### src/rtl/if_sched.sv
// rtl/if_sched.sv - two-requester round-robin scheduler for the compare-select datapath
module if_sched #(
    parameter int CNT_W = 16
) (
    input  logic             clk,
    input  logic             rst_n,
    input  logic             in0_valid,
    output logic             in0_ready,
    input  logic [7:0]       in0_a,
    input  logic [15:0]      in0_b,
    input  logic             in1_valid,
    output logic             in1_ready,
    input  logic [7:0]       in1_a,
    input  logic [15:0]      in1_b,
    output logic             out_valid,
    input  logic             out_ready,
    output logic [15:0]      out_data,
    output logic             out_src,
    output logic             busy,
    output logic [CNT_W-1:0] done_cnt
);

    typedef enum logic [1:0] {IDLE, EVAL, DIV, OUT} state_t;

    state_t             state_q, state_d;
    logic               last_q, last_d;
    logic               src_q, src_d;
    logic [7:0]         a_q, a_d;
    logic [15:0]        b_q, b_d;
    logic [7:0]         rem_q, rem_d;
    logic [7:0]         quo_q, quo_d;
    logic [3:0]         cnt_q, cnt_d;
    logic [7:0]         res_q, res_d;
    logic [CNT_W-1:0]   done_q, done_d;

    logic               gnt1;
    logic               a_gt, b_gt;
    logic [15:0]        a_zx, diff16, prod16;
    logic [7:0]         s1, s2;
    logic [8:0]         trial;
    logic               ge;
    logic [7:0]         quo_n;

    // Ties go to the requester not served last; a lone requester always wins.
    assign gnt1      = in1_valid && (!in0_valid || !last_q);
    assign in0_ready = rst_n && (state_q == IDLE) && in0_valid && !gnt1;
    assign in1_ready = rst_n && (state_q == IDLE) && gnt1;

    assign a_zx   = {8'h00, a_q};
    assign a_gt   = a_zx > b_q;
    assign b_gt   = b_q > a_zx;
    assign diff16 = {8'h00, b_q[7:0]} - b_q;
    assign prod16 = {8'h00, b_q[7:0]} * b_q;
    assign s1     = a_gt ? (b_q[7:0] + a_q) : (b_gt ? diff16[7:0] : prod16[7:0]);
    assign s2     = a_gt ? (s1 - a_q) : (s1 + a_q);

    // One restoring step; a zero divisor yields all-ones quotient bits.
    assign trial = {rem_q, quo_q[7]};
    assign ge    = trial >= {1'b0, a_q};
    assign quo_n = {quo_q[6:0], ge};

    always_comb begin
        state_d = state_q;
        last_d  = last_q;
        src_d   = src_q;
        a_d     = a_q;
        b_d     = b_q;
        rem_d   = rem_q;
        quo_d   = quo_q;
        cnt_d   = cnt_q;
        res_d   = res_q;
        done_d  = done_q;
        case (state_q)
            IDLE: begin
                if (in0_valid || in1_valid) begin
                    a_d     = gnt1 ? in1_a : in0_a;
                    b_d     = gnt1 ? in1_b : in0_b;
                    src_d   = gnt1;
                    last_d  = gnt1;
                    state_d = EVAL;
                end
            end
            EVAL: begin
                if (a_gt || b_gt) begin
                    res_d   = s2;
                    state_d = OUT;
                end else begin
                    quo_d   = s1;
                    rem_d   = 8'h00;
                    cnt_d   = 4'd8;
                    state_d = DIV;
                end
            end
            DIV: begin
                rem_d = ge ? 8'(trial - {1'b0, a_q}) : trial[7:0];
                quo_d = quo_n;
                cnt_d = cnt_q - 4'd1;
                if (cnt_q == 4'd1) begin
                    res_d   = quo_n + 8'd1;
                    state_d = OUT;
                end
            end
            OUT: begin
                if (out_ready) begin
                    done_d  = done_q + 1'b1;
                    state_d = IDLE;
                end
            end
            default: state_d = IDLE;
        endcase
    end

    always_ff @(posedge clk or negedge rst_n) begin
        if (!rst_n) begin
            state_q <= IDLE;
            last_q  <= 1'b1;
            src_q   <= 1'b0;
            a_q     <= '0;
            b_q     <= '0;
            rem_q   <= '0;
            quo_q   <= '0;
            cnt_q   <= '0;
            res_q   <= '0;
            done_q  <= '0;
        end else begin
            state_q <= state_d;
            last_q  <= last_d;
            src_q   <= src_d;
            a_q     <= a_d;
            b_q     <= b_d;
            rem_q   <= rem_d;
            quo_q   <= quo_d;
            cnt_q   <= cnt_d;
            res_q   <= res_d;
            done_q  <= done_d;
        end
    end

    assign out_valid = (state_q == OUT);
    assign out_data  = {8'h00, res_q};
    assign out_src   = src_q;
    assign busy      = (state_q != IDLE);
    assign done_cnt  = done_q;

endmodule
### config.mk
export PLATFORM = sky130hd
export DESIGN_NAME = if_sched
export DESIGN_NICKNAME = d
export VERILOG_FILES = /design/src/rtl/if_sched.sv
export SDC_FILE = /design/constraint.sdc
export NUM_CORES = 1
export LEC_CHECK = 0
export BUFFER_PORTS_ARGS = -buffer_cell sky130_fd_sc_hd__buf_2
export CAP_MARGIN = 20
export CORE_UTILIZATION = 31
export CTS_CLUSTER_SIZE = 30
export DETAILED_ROUTE_END_ITERATION = 10
export PLACE_DENSITY_LB_ADDON = 0.25
export SETUP_SLACK_MARGIN = 0.1
export SLEW_MARGIN = 25
export SYNTH_ARGS = -nofsm -noshare
export SYNTH_HDL_FRONTEND = slang
export SYNTH_SLANG_ARGS = --single-unit
export TNS_END_PERCENT = 30
### constraint.sdc
create_clock -name clk -period 6.4 [get_ports clk]
set_input_delay 0 -clock clk [delete_from_list [all_inputs] [get_ports clk]]
set_output_delay 0 -clock clk [all_outputs]
set_load 0.02 [all_outputs]
==> impl_metrics.tcl, run 1 <==
set metrics [dict create \
    status "finished, violations left" \
    violations "negative hold slack" \
    num_vias 4566 \
    htreeDepth 3 \
    tightest_slew_ns 0.7939 \
    place_hpwl_um 9915 \
    fmax_mhz 200.5 \
    cts_buffer_depth 2 \
    cp.required_ns 6.62 \
    grt_overflow 0 \
    yosysMostFrequentCell "dfrtp_1" \
    p_int_uw 1839 \
    syn2layout_area_growth_pct 26.05 \
    maxCapViolCount 0 \
    clk_latency_ns 0.34 \
    cts_made_buffers 9 \
    finalNetCount 832 \
    pwr-share-seq_pct 23.8 \
    io_buffers 81 \
    die_w_um 135.1 \
    placed_cell_area_mm2 0.006080 \
    yosys.cell_types.count 59 \
    grt_pass1_wl_um 22140 \
    finalSetupViolations 0 \
    hp-class "in -> reg" \
    dieArea_mm2 0.01824 \
    ys_warn_count 0 \
    hold_violations 1 \
    cp_max_fo 13 \
    nFillCells 1766 \
    syn_avg_cell_area_um2 9.272 \
    tns_ns 0 \
    core.rowCount 48 \
    synthCells 592 \
    peakVddDrop_v 0.0001613 \
    grt_max_degree 56 \
    ios 90 \
    postRouteAntennaNets 0 \
    die_y_um 135.1 \
    power.total_uw 3427 \
    wl_um 13050 \
    synth-seq-area-share_pct 32.85 \
    drive_above_1_share_pct 17.17 \
    finalMaxSlewViolations 0 \
    ys.flop_type "dfrtp_1" \
    drc 0 \
    ys_async_sr_fraction_pct 100.0 \
    multi_input_area_mm2 0.003448 \
    hold_ws_ns -0.003929 \
    gp_congestion 0.8263 \
    drt_pre_antenna_iters 4 \
    finalInstanceArea_mm2 0.006919 \
    synth_area_leaders "dfrtp_1 32%, ha_1 12%, mux2i_1 6.4%" \
    ctsRootBufferMaster "clkbuf_16" \
    diodes 0 \
    final_core_util_pct 40.00 \
    synth-edff-count 0 \
    synth_top_area_share_pct 32.37 \
    clkSinkCount 72 \
    synth_top_area_cell "dfrtp_1" \
    wl_per_cell_um 13.78 \
    dr.first_iter.drc_count 223 \
    rsz0062_at_grt "false" \
    antenna_found_initial 0 \
    p_leak_uw 0.003298 \
    tritoncts "yes" \
    grt_util_all_layers_pct 15.41 \
    slew_headroom_pct 46.87 \
    vias_per_cell 4.822 \
    grt_pass1_vias 4480 \
    synthTopCellsByCount "71 x dfrtp_1, 68 x nand2_1, 51 x ha_1" \
    p_sw_uw 1588 \
    combPwrFrac_pct 60.9 \
    start_kind "register" \
    finClkSkew_ns 0.006672 \
    path_class "reg -> reg" \
    critPathCaptureType "register" \
    syn_area_mm2 0.005489 \
    ys_ff_latch 72 \
    min_period_over_period_pct 77.93 \
    path_clk_slew_ns 0.06 \
    clockPowerShare_pct 15.2 \
    initial_core_util_pct 31.73 \
    ff_latch_area_mm2 0.001803 \
    power_density_mw_per_mm2 495.3 \
    switching_share_pct 46.34 \
    worstPathArrival_ns 5.21 \
    core-area_mm2 0.01730 \
    period_needed_ns 4.988 \
    cts_resized 0 \
]
## per-layer routing
metal,GRT usage (%),vias up,share of wire (%)
met5,0,-,0
met4,6.117,0,2.1
met3,3.191,14,4.2
met2,24.00,102,45
met1,20.82,2151,48
li1,-,2299,-
## stage by stage
stage | worst slack [ns] | cells
2_1_floorplan | 1.698 | 599
3_3_place_gp | 1.565 | 880
3_5_place_dp | 1.407 | 880
4_1_cts | 1.388 | 946
5_1_grt | 1.089 | 947
6_report | 1.412 | 947
## worst max-delay path, stage by stage, from the launching register on
cell and delay (ns):
dfrtp_1 0.51, and2_1 0.25, xor2_1 0.18, ha_1 0.18, a21o_1 0.16, fa_1 0.43, ha_1 0.29, inv_1 0.05
fa_1 0.53, inv_1 0.04, ha_1 0.32, a21oi_1 0.17, xnor2_1 0.09, nand2_1 0.06, o21ai_1 0.09, ha_1 0.25
o41ai_1 0.44, xnor2_1 0.19, xnor2_1 0.15, xnor2_1 0.14, mux2i_1 0.08, mux2_2 0.27
## final cells by class
type / instances / share of cell area, %
well taps: 225 / 4.069
clock buffers: 10 / 3.454
repair buffers: 137 / 14.07
inverters: 27 / 1.465
flip-flops and latches: 72 / 26.06
clock inverters: 6 / 1.049
multi-input cells: 470 / 49.84
## cells in the final DEF, fill, tap and decap left out, types with 3 or more instances in the layout
cell type      instances
dfrtp_1               71
ha_1                  51
nor2_1                38
inv_6                  4
and3_1                 5
nand4_1               10
and2_1                11
xnor2_1               35
o21ai_2                5
o21ai_1               12
a21oi_1               31
o21bai_1               3
mux2i_1               35
a21o_1                 8
buf_4                  6
buf_2                 80
a31oi_1                4
dlygate4sd3_1         50
fa_1                  11
nor2b_1                4
nor3_1                 4
o21a_1                 6
a211oi_1               3
nand2_1               68
xor2_1                16
clkbuf_16              9
o21ai_0               41
nand2b_1               8
inv_1                 27
mux2_2                 5
conb_1                 8
nand3_1               14
## power by group through the flow
stage / clock network, µW / registers [µW] / logic (µW)
final: 522 / 817 / 2090
after global routing: 562 / 849 / 2370
after detailed placement: 0 / 830 / 2030
after CTS: 541 / 823 / 2090
after global placement: 0 / 818 / 1990
after floorplan: 0 / 808 / 1580
## path summary, 6_finish.rpt
path                              startpoint  cells past startpoint  slack [ns]      endpoint
max in group asynchronous              rst_n                      3        5.28        b_q[7]
worst min register to register  done_cnt[15]                      1        0.46  done_cnt[15]
worst max-delay path                  b_q[1]                     21        1.41      res_q[7]
min in group asynchronous              rst_n                      2        0.12   done_cnt[4]
worst min-delay path                in1_a[1]                      3      -0.004        a_q[1]
worst max register to register        b_q[1]                     21        1.41      res_q[7]
## flip-flops by register name, summed over array words and instances (netlist names)
| signal | cells |
|---|---|
| b_q | 16 |
| cnt_q | 4 |
| res_q | 8 |
| done_cnt | 16 |
| a_q | 8 |
| last_q | 1 |
| rem_q | 8 |
| state_q | 2 |
| out_src | 1 |
| quo_q | 8 |
## kinds of logic (layout without fill, tap and decap cells)
group | count (synthesis) | in the layout | synth area share, %
AOI/OAI and AO/OA | 135 | 135 | 15.61
xor gates and xnor gates | 51 | 51 | 8.138
adders and majority gates | 62 | 62 | 15.64
buffers and inverters | 57 | 180 | 5.083
DFF | 72 | 72 | 32.85
muxes | 40 | 40 | 7.408
other | 1 | 8 | 0.06832
and+or+nand+nor | 174 | 174 | 15.20
## what timing repair did
action	in CTS	in global routing
hold endpoints to repair	42	0
buffers inserted	0	0
hold buffers	50	0
Note: power is estimated with default switching activity, not from simulation.
==> inputs of run 2 (changes only) <==
==> constraint.sdc (replaced) <==
create_clock -name clk -period 4 [get_ports clk]
set_input_delay 0 -clock clk [delete_from_list [all_inputs] [get_ports clk]]
set_output_delay 0 -clock clk [all_outputs]
set_load 0.02 [all_outputs]
==> run 2 against run 1 <==
  * The run ends with negative setup slack left
  * Register-to-register slack lost 2.0 ns
  * First-iteration DRC count down 30%
  * Clock power grew 64%
  * Routed wire length increased by 5.8%
  * Final area is 7.2% higher
  * Sequential power up 49%
==> impl_metrics.tcl, run 2 (synthesized netlist as in run 1, its figures left out) <==
set metrics [dict create \
    clkSinkCount 72 \
    tightest_slew_ns 0.7803 \
    num_vias 4771 \
    period_needed_ns 4.546 \
    finalMaxSlewViolations 0 \
    dr.first_iter.drc_count 157 \
    critPathCaptureType "register" \
    dieArea_mm2 0.01824 \
    power.total_uw 6064 \
    status "finished, violations left" \
    final_cell_mix "80 x buf_2, 71 x dfrtp_1, 67 x nand2_1" \
    htreeDepth 3 \
    cp_max_fo 4 \
    gp_congestion 0.8151 \
    power_density_mw_per_mm2 817.4 \
    clk_latency_ns 0.35 \
    finalNonFillerCells 996 \
    setup_ws_ns -0.5458 \
    drt_pre_antenna_iters 4 \
    grt_util_all_layers_pct 16.27 \
    path_class "reg -> reg" \
    worstPathArrival_ns 4.77 \
    violations "negative setup slack" \
    wl_per_cell_um 13.87 \
    dp_cells 922 \
    die_w_um 135.1 \
    antenna_found_initial 0 \
    grt_pass1_wl_um 23550 \
    syn2layout_area_growth_pct 35.15 \
    postRouteAntennaNets 0 \
    wl_um 13810 \
    final_core_util_pct 42.89 \
    cts_buffer_depth 2 \
    hp-class "in -> reg" \
    peakVddDrop_v 0.0002884 \
    p_leak_uw 0.003565 \
    finClkSkew_ns 0.01106 \
    rsz0062_at_grt "true" \
    diodes 0 \
    core.rowCount 48 \
    cts_made_buffers 9 \
    path_clk_slew_ns 0.06 \
    tritoncts "yes" \
    io_buffers 81 \
    finalNetCount 881 \
    vias_per_cell 4.790 \
    finalSetupViolations 3 \
    initial_core_util_pct 31.73 \
    final_common_cell "buf_2" \
    core-area_mm2 0.01730 \
    ios 90 \
    min_period_over_period_pct 113.6 \
    start_kind "register" \
    cp.required_ns 4.22 \
    grt_overflow 0 \
    drive_above_1_share_pct 25.68 \
    grt_max_degree 57 \
    slew_headroom_pct 47.78 \
    place_hpwl_um 10510 \
    fmax_mhz 220.0 \
    die_y_um 135.1 \
    hold_violations 0 \
    maxCapViolCount 0 \
    ctsRootBufferMaster "clkbuf_16" \
    grt_pass1_vias 4795 \
    drc 0 \
]
run 2: worst paths after layout:
kind	start	to	slack, ns	cells after the start
worst min-delay path	in0_a[0]	a_q[0]	0.009	3
worst min register to register	done_cnt[15]	done_cnt[15]	0.46	1
max in group asynchronous	rst_n	a_q[2]	2.89	3
worst max-delay path	b_q[3]	res_q[7]	-0.55	22
worst max register to register	b_q[3]	res_q[7]	-0.55	22
min in group asynchronous	rst_n	quo_q[3]	0.08	2
run 2: worst max-delay path, cell delays in order, from the launching register on:
cell and delay [ns]:
dfrtp_1 0.40, and2_4 0.17, xor2_1 0.16, ha_2 0.17, a21o_1 0.16, fa_1 0.45, ha_1 0.29, inv_1 0.04
fa_1 0.49, inv_2 0.05, ha_4 0.29, a21oi_4 0.07, xnor2_2 0.13, nand2_1 0.08, o21ai_2 0.08, ha_4 0.17
buf_4 0.13, o41ai_2 0.28, xnor2_1 0.18, xnor2_1 0.16, xnor2_1 0.13, mux2i_1 0.08, mux2_2 0.27
run 2: metrics by stage:
stage,hold slack [ns],area (µm²),setup TNS [ns],setup slack (ns)
detailed placement,-0.1026,6426,-0.9732,-0.5984
finish,0.009403,7418,-0.7764,-0.5458
floorplan,-0.2956,5557,-0.4657,-0.4657
CTS,0.02162,7336,-0.6739,-0.4869
global route,0.04555,7418,-1.488,-0.7256
global placement,-0.1074,6426,-0.5287,-0.4518
run 2: repair_timing:
item,CTS,global route
cloned,0,0
endpoints found under the setup margin,4,5
hold buffers,49,0
hold endpoints to repair,40,0
setup buffers,7,1
resized for setup,10,11
pin swaps,11,4
run 2: cell type report:
type / instances / area (µm²)
multi-input combinational: 470 / 3585
fill: 1727 / 9878
clock inverter: 7 / 83.83
sequential: 72 / 1803
tap: 225 / 281.5
inverter: 27 / 101.3
timing repair buffer: 186 / 1339
clock buffer: 9 / 225.2
run 2: per-layer routing:
metal / vias up / part of all wire [%] / GRT usage [%]
li1: 2395 / - / -
met1: 2264 / 48 / 21.76
met2: 102 / 47 / 26.86
met3: 10 / 3.8 / 2.665
met4: 0 / 1.2 / 4.869
met5: - / 0 / 0
run 2: power breakdown:
part           internal (µW)  leakage, µW  total (µW)  switching [µW]
clock                    495     0.000149         854             358
sequential              1010     0.000925        1220             216
combinational           1820      0.00249        3990            2170
total                   3320      0.00356        6060            2740
==> inputs of run 3 (changes only) <==
--- a/config.mk
+++ b/config.mk
@@ -11,6 +11,7 @@
 export CTS_CLUSTER_SIZE = 30
 export DETAILED_ROUTE_END_ITERATION = 10
 export PLACE_DENSITY_LB_ADDON = 0.25
+export RECOVER_POWER = 100
 export SETUP_SLACK_MARGIN = 0.1
 export SLEW_MARGIN = 25
 export SYNTH_ARGS = -nofsm -noshare
==> constraint.sdc (replaced) <==
create_clock -name clk -period 4.6 [get_ports clk]
set_input_delay 0 -clock clk [delete_from_list [all_inputs] [get_ports clk]]
set_output_delay 0 -clock clk [all_outputs]
set_load 0.02 [all_outputs]
==> run 3 against run 2 <==
  * The run ends with negative hold slack, max-capacitance violations, max-slew violations left
  * Register-to-register slack better by 0.65 ns
  * Critical path depth is 1 lower
  * Clock power is 13% lower
  * Non-clock buffer count is 37 lower
  * Combinational power is 21% lower
  * Sequential share of layout area is 1.2 points higher
  * Critical endpoint unchanged
==> impl_metrics.tcl, run 3 (synthesized netlist as in run 1, its figures left out) <==
set metrics [dict create \
    vias_per_cell 4.854 \
    crit_end "res_q[7]" \
    critPathCaptureType "register" \
    nFillCells 1726 \
    ctsRootBufferMaster "clkbuf_16" \
    grt_overflow 0 \
    hold_ws_ns -0.006506 \
    dp_cells 887 \
    tritoncts "yes" \
    path_class "reg -> reg" \
    reg2reg_from "b_q[1]" \
    r2r_cells 21 \
    antenna_found_initial 0 \
    status "finished, violations left" \
    p_leak_uw 0.003258 \
    finalNonFillerCells 959 \
    final_cell_mix "71 x dfrtp_1, 67 x nand2_1, 51 x buf_2" \
    switching_share_pct 46.35 \
    met2_length_um 6133 \
    preCtsSetupSlack_ns -0.08510 \
    syn2layout_area_growth_pct 28.68 \
    fmax_mhz 222.2 \
    core-area_mm2 0.01730 \
    cts_made_buffers 9 \
    combPwrFrac_pct 63.2 \
    hold_start "in0_b[5]" \
    clkSinkCount 72 \
    die_w_um 135.1 \
    tns_ns 0 \
    drive_above_1_share_pct 16.76 \
    die_y_um 135.1 \
    grt_pass1_wl_um 23030 \
    finalSetupViolations 0 \
    maxCapViolCount 2 \
    tightest_slew_ns 1.752 \
    pwr-share-seq_pct 21.8 \
    worstPathArrival_ns 4.72 \
    path_clk_slew_ns 0.06 \
    peakVddDrop_v 0.0002595 \
    wl_met3_um 668 \
    rrSetupSlack_ns 0.10 \
    start_kind "register" \
    finalInstanceArea_mm2 0.007063 \
    drc 0 \
    slew_headroom_pct -16.82 \
    diodes 0 \
    core.rowCount 48 \
    cp_max_fo 3 \
    initial_core_util_pct 31.73 \
    rsz0062_at_grt "true" \
    ios 90 \
    postRouteAntennaNets 0 \
    io_buffers 81 \
    violations "negative hold slack, max-capacitance violations, max-slew violations" \
    cts_buffer_depth 2 \
    startpoint "b_q[1]" \
    clockPowerShare_pct 15.0 \
    top_layer "met4" \
    setup_ws_ns 0.1002 \
    gp_congestion 0.8582 \
    dr.first_iter.drc_count 201 \
    finalMaxSlewViolations 79 \
    p_int_uw 2664 \
    wl_um 13430 \
    grt_util_all_layers_pct 15.76 \
    drt-met1-wl_um 6351 \
    htreeDepth 3 \
    min_period_over_period_pct 97.82 \
    placed_cell_area_mm2 0.006161 \
    finalNetCount 844 \
    power_density_mw_per_mm2 703.1 \
    period_needed_ns 4.500 \
    drt_pre_antenna_iters 4 \
    num_vias 4655 \
    cp.required_ns 4.82 \
    grt_pass1_vias 4810 \
    grt_max_degree 50 \
    p_sw_uw 2302 \
    clk_latency_ns 0.34 \
    place_hpwl_um 10120 \
    final_common_cell "dfrtp_1" \
    reg2reg_to "res_q[7]" \
    hp-class "in -> reg" \
    hold_violations 1 \
    wl_per_cell_um 14.00 \
    finClkSkew_ns 0.009379 \
    dieArea_mm2 0.01824 \
]
-- run 3: changes by cell type in the layout (fill, tap and decap cells not counted), sizes merged --
cell and change:
clkbuf +33, buf -70
-- run 3: how the worst min path moves through the flow --
| stage | end | slack, ns | depth (start not counted) |
|---|---|---|---|
| 4_1_cts | b_q[5] | 0.01 | 3 |
| 6_report | b_q[5] | -0.007 | 3 |
| 3_3_place_gp | quo_q[3] | -0.06 | 1 |
| 2_1_floorplan | a_q[0] | -0.30 | 0 |
| 5_1_grt | b_q[5] | 0.01 | 3 |
| 3_5_place_dp | quo_q[3] | -0.05 | 1 |
-- run 3: what timing repair did --
action	in CTS	in global routing
hold endpoints to repair	49	0
buffers inserted	6	0
setup endpoints to repair	1	2
pin swaps	18	0
hold buffers	49	0
gates resized for setup	12	5
-- run 3: critical path: stages, from the launching register on --
cell       delay, ns
dfrtp_1         0.39
and2_4          0.17
xor2_1          0.16
ha_2            0.16
a21o_1          0.16
fa_1            0.44
ha_1            0.29
inv_1           0.04
fa_1            0.48
inv_2           0.05
ha_4            0.28
xor2_1          0.17
o2bb2ai_2       0.14
ha_2            0.31
nor3_2          0.14
nor2_1          0.08
o41ai_2         0.06
xnor2_1         0.18
xnor2_1         0.16
xnor2_1         0.15
mux2i_1         0.10
mux2_4          0.27
-- run 3: stage by stage --
step | total power (µW) | util (%)
6_report | 4966 | 40.83
5_1_grt | 5445 | 40.83
4_1_cts | 4996 | 40.89
3_5_place_dp | 4086 | 35.62
3_3_place_gp | 3984 | 35.62
2_1_floorplan | 3377 | -
-- run 3: power by group through the flow --
stage,logic [µW],registers [µW],clock network (µW)
floorplan,2250,1130,0
global placement,2890,1090,0
detailed placement,2990,1100,0
CTS,3150,1080,762
global route,3530,1130,785
finish,3140,1080,743
-- run 3: cell type report --
| type | instances | area, µm² | share of cell area, % |
|---|---|---|---|
| clock inverters | 7 | 86.33 | 1.222 |
| clock buffers | 9 | 225.2 | 3.189 |
| well taps | 225 | 281.5 | 3.986 |
| multi-input cells | 470 | 3555 | 50.33 |
| flip-flops and latches | 72 | 1803 | 25.53 |
| inverters | 27 | 101.3 | 1.435 |
| repair buffers | 149 | 1011 | 14.31 |
-- run 3: per-layer routing --
layer  track usage (%)  vias up
li1                  -     2315
met1             20.63     2185
met2             25.97      135
met3             2.778       20
met4             5.680        0
met5                 0        -
